### src/rtl/div_4bits.sv
// Restoring divider: 2*bits dividend / bits divisor, one quotient bit per clock.
// Latency 2*bits+1 cycles from the start edge to the done pulse, or 1 for B==0 when DIV_FAST_ZERO_EN is defined.
// No backpressure: start is ignored while busy and honoured in IDLE or DONE; results hold until the next done.
module div_4bits #(
  parameter int bits = 4
) (
  input  logic                clk,
  input  logic                rst,
  input  logic                start,
  input  logic [2*bits-1:0]   A,
  input  logic [bits-1:0]     B,
  output logic                busy,
  output logic                done,
  output logic [2*bits-1:0]   Quotient_o,
  output logic [bits-1:0]     Remainder_o,
  output logic                div_zero_o
);

  localparam int cw = $clog2(2*bits) + 1;

  typedef enum logic [1:0] {IDLE, RUN, DONE} state_t;

  state_t            state, state_nxt;
  logic [2*bits-1:0] dvd;
  logic [bits-1:0]   rem;
  logic [bits-1:0]   dsr;
  logic [cw-1:0]     cnt;
  logic              dz;

  logic [bits:0]     rem_sh;
  logic [bits+1:0]   trial;
  logic              qbit;
  logic [bits:0]     rem_nxt;
  logic [2*bits-1:0] dvd_nxt;
  logic              accept;
  logic              last_step;
  logic              fast_zero;

  // One restoring step. dvd is reused as the quotient shift register.
  // The restored remainder is always below B, so only bits of it are kept.
  always_comb begin
    rem_sh  = {rem, dvd[2*bits-1]};
    trial   = {1'b0, rem_sh} - {2'b00, dsr};
    qbit    = ~trial[bits+1];
    rem_nxt = qbit ? trial[bits:0] : rem_sh;
    dvd_nxt = {dvd[2*bits-2:0], qbit};
  end

  always_comb begin
    accept    = start && (state != RUN);
    last_step = (state == RUN) && (cnt == cw'(2*bits-1));
`ifdef DIV_FAST_ZERO_EN
    fast_zero = accept && (B == '0);
`else
    fast_zero = 1'b0;
`endif
  end

  always_ff @(posedge clk) begin
    if (!rst) begin
      state <= IDLE;
    end else begin
      state <= state_nxt;
    end
  end

  always_comb begin
    state_nxt = state;
    busy      = 1'b0;
    done      = 1'b0;
    case (state)
      IDLE: begin
        if (accept) state_nxt = fast_zero ? DONE : RUN;
      end
      RUN: begin
        busy = 1'b1;
        if (last_step) state_nxt = DONE;
      end
      DONE: begin
        done = 1'b1;
        if (accept) state_nxt = fast_zero ? DONE : RUN;
        else        state_nxt = IDLE;
      end
      default: state_nxt = IDLE;
    endcase
  end

  always_ff @(posedge clk) begin
    if (!rst) begin
      dvd         <= '0;
      rem         <= '0;
      dsr         <= '0;
      cnt         <= '0;
      dz          <= 1'b0;
      Quotient_o  <= '0;
      Remainder_o <= '0;
      div_zero_o  <= 1'b0;
    end else if (accept) begin
      dvd <= A;
      dsr <= B;
      rem <= '0;
      cnt <= '0;
      dz  <= (B == '0);
      // Same values the full restoring run produces for a zero divisor.
      if (fast_zero) begin
        Quotient_o  <= '1;
        Remainder_o <= A[bits-1:0];
        div_zero_o  <= 1'b1;
      end
    end else if (state == RUN) begin
      dvd <= dvd_nxt;
      rem <= rem_nxt[bits-1:0];
      cnt <= cnt + cw'(1);
      if (last_step) begin
        Quotient_o  <= dvd_nxt;
        Remainder_o <= rem_nxt[bits-1:0];
        div_zero_o  <= dz;
      end
    end
  end

endmodule

### config.mk
export PLATFORM = sky130hd
export DESIGN_NAME = div_4bits
export DESIGN_NICKNAME = d
export VERILOG_FILES = /design/src/rtl/div_4bits.sv
export SDC_FILE = /design/constraint.sdc
export NUM_CORES = 1
export LEC_CHECK = 0
export CAP_MARGIN = 20
export CORE_MARGIN = 3
export CORE_UTILIZATION = 45
export CTS_BUF_LIST = sky130_fd_sc_hd__clkbuf_16
export DETAILED_ROUTE_END_ITERATION = 7
export GPL_ROUTABILITY_DRIVEN = 0
export PLACE_DENSITY = 0.76
export SLEW_MARGIN = 20
export SYNTH_ARGS = -nofsm -noshare
export SYNTH_HDL_FRONTEND = slang
export SYNTH_SLANG_ARGS = --single-unit
### constraint.sdc
create_clock -name clk -period 1.8 [get_ports clk]
set_input_delay 0.18 -clock clk [delete_from_list [all_inputs] [get_ports clk]]
set_output_delay 0.18 -clock clk [all_outputs]
set_load 0.02 [all_outputs]
==> run summary <==
antenna violations before repair: 0
Ys Warns: 0
Die H: 66.77 µm
fin. max-slew vios: 0
Worst-Margin Slew: 289.4 ps
Remaining DRCs: 0
R2R cell count: 6
Worst Hold Class: register to register
H-tree lvl count: 2
core area: 3442 µm²
Synth-to-Final Area Change: 35.39%
diode count: 0
Synthesized Nets: 209
Clk Latency, worst-skew pair: 280 ps
cell count after synthesis: 188
Final Cycle Share: 97.39%
Setup-failing EPs final: 0
top cell type's share of synthesized area: 43.37%
worst endpoint required time: 1960 ps
final instance area: 2250 µm²
origin of the worst setup path: rem[1]$_SDFFE_PP0P_
Die Width: 66.77 µm
num ports: 30
leak pwr: 0.9257 nW
Vias: 1434
crit path DAT: 1910 ps
asr flop ratio synth: 0%
dpl hpwl: 2653 µm
vias in the first global route: 1511
Yosys top cell by area: dfxtp_1
hold slack: 460.9 ps
WS Path Type: register to register
mapped cell area: 1662 µm²
largest net degree at the start of global routing: 25
Adder-Cell Fraction of Synth Area: 4.970%
Via density: 5.253
post-synthesis sequential area ratio: 43.37%
CTS tree: yes
die footprint: 4458 µm²
Setup TNS Final: 0 ps
Mapped Avg Cell Area: 8.838 µm²
first-pass GRT wire length: 6603 µm
number of synthesized flops with an enable pin: 0
slew margin rel.: 80.56%
DR pass1 iterations: 4
post-synthesis compound-gate area fraction: 15.21%
grt total ovfl: 0
worst r2r src: rem[1]$_SDFFE_PP0P_
outcome: complete, no violations
Fill cells: 297
wire per inst: 14.11 µm
Synth area leaders: dfxtp_1 (43%), nand2_1 (8.6%), a21boi_0 (5.9%)
XOR/XNOR Fraction of Synth Area: 2.108%
Area after DPL: 2052 µm²
worst hold path depth: 2
crit path launch type: register
Initial Util: 48.27%
Port Buffers: 29
clock buffer depth: 2
clk slew on worst S/H paths: 50 ps
Layout Skew: 3.344 ps
post-layout util: 65.36%
final hold vios: 0
post-route ant nets: 0
Seq cells post-synth: 36
crit end category: register
share of post-route cells with drive strength above 1: 13.22%
worst setup margin: 47.02 ps
Post-Synth Simple-Gate Area: 24.40%
Power Density: 883.0 nW/µm²
multiplexer share of the synthesized area: 4.819%
row cnt: 21
HP Start: Quotient_o[2]$_SDFFE_PN0P_
Max-cap violations: 0
most common cell after layout, fill and taps aside: nand2_1
clock sinks: 36
WL final: 3853 µm
f_max: 0.5705 GHz
nets: 247
min Tclk post-route: 1753 ps
Iter 0 DRT Violations: 40
CP Max Fanout: 5
Cell variety after synth: 38
ys flop type: dfxtp_1
total CTS buffers: 5
worst vdd ir: 631.5 µV
root buffer cell: clkbuf_16
commonest cells after routing, fill and taps aside: nand2_1 (38), dfxtp_1 (35), clkdlybuf4s50_1 (29), buf_4 (14), a21boi_0 (13)
largest family of logic cells by synthesized area: simple AND/OR/NAND/NOR gates
Total Routing Usage GR: 19.77%
Place WS: 51.44 ps
==> synthesized netlist by cell type (2+ instances only) <==
cell type	instances
buf_1	2
nand4_1	7
dfxtp_1	36
a21boi_0	13
nand2_1	38
ha_1	5
buf_2	5
nand3_1	11
clkbuf_1	5
inv_1	6
or4_1	2
nor3_1	2
xor2_1	3
nor2_1	7
nor2b_1	3
a21oi_1	5
mux2i_1	8
o211a_1	8
o211ai_1	2
and2_1	2
==> per-stage QoR <==
step | total power [W] | instances
2_1_floorplan | 0.001052 | 188
3_3_place_gp | 0.001138 | 264
3_5_place_dp | 0.001148 | 264
4_1_cts | 0.001959 | 272
5_1_grt | 0.002075 | 273
6_report | 0.001986 | 273
==> final timing paths <==
path | endpoint | slack, ps
hold / removal | Quotient_o[2]$_SDFFE_PN0P_ | 460
setup reg to reg | rem[1]$_SDFFE_PP0P_ | 50
setup / recovery | rem[1]$_SDFFE_PP0P_ | 50
hold reg to reg | Quotient_o[2]$_SDFFE_PN0P_ | 460
==> metal layers <==
layer	track usage (%)	vias to the layer above	part of all wire, %
li1	-	735	-
met1	22.59	663	43
met2	33.04	27	50
met3	5.902	9	4.3
met4	10.15	0	2.6
met5	0	-	0
==> layout make-up <==
type | count | area (µm²) | area share, %
timing repair buffer | 44 | 406.6 | 18.08
tap | 46 | 57.56 | 2.558
clock buffer | 5 | 125.1 | 5.562
inverter | 6 | 22.52 | 1.001
multi-input combinational | 133 | 904.6 | 40.21
sequential | 36 | 721.9 | 32.09
clock inverter | 3 | 11.26 | 0.5006
==> timing repair <==
action,CTS,global route
setup buffers,0,1
endpoints found under the setup margin,0,8
endpoints found under the hold margin,0,0
resized for setup,0,9
hold buffers,0,0
==> critical path, cell delays in order (launching register included) <==
cell and delay (ps):
dfxtp_1 430, ha_4 250, o21ai_2 190, a21oi_4 60
nor3_4 290, mux2i_2 300, a211oi_1 100
==> flip-flops by register name (all words and copies together) (netlist names) <==
register     count
dz               1
state            2
dsr              4
Remainder_o      4
Quotient_o       8
cnt              4
rem              4
dvd              8
div_zero_o       1
==> report_power, final <==
part / total (W) / switching, W / internal (W)
logic: 0.000328 / 0.000161 / 0.000167
registers: 0.000856 / 0.0000254 / 0.000830
clock network: 0.000803 / 0.000306 / 0.000497
==> cell families after synthesis <==
family | after synthesis
xor+xnor | 4
fa+ha+maj | 6
simple gates | 82
compound gates | 33
buf+inv | 19
flops | 36
mux | 8
No activity file was read; power rests on OpenSTA's default activity.
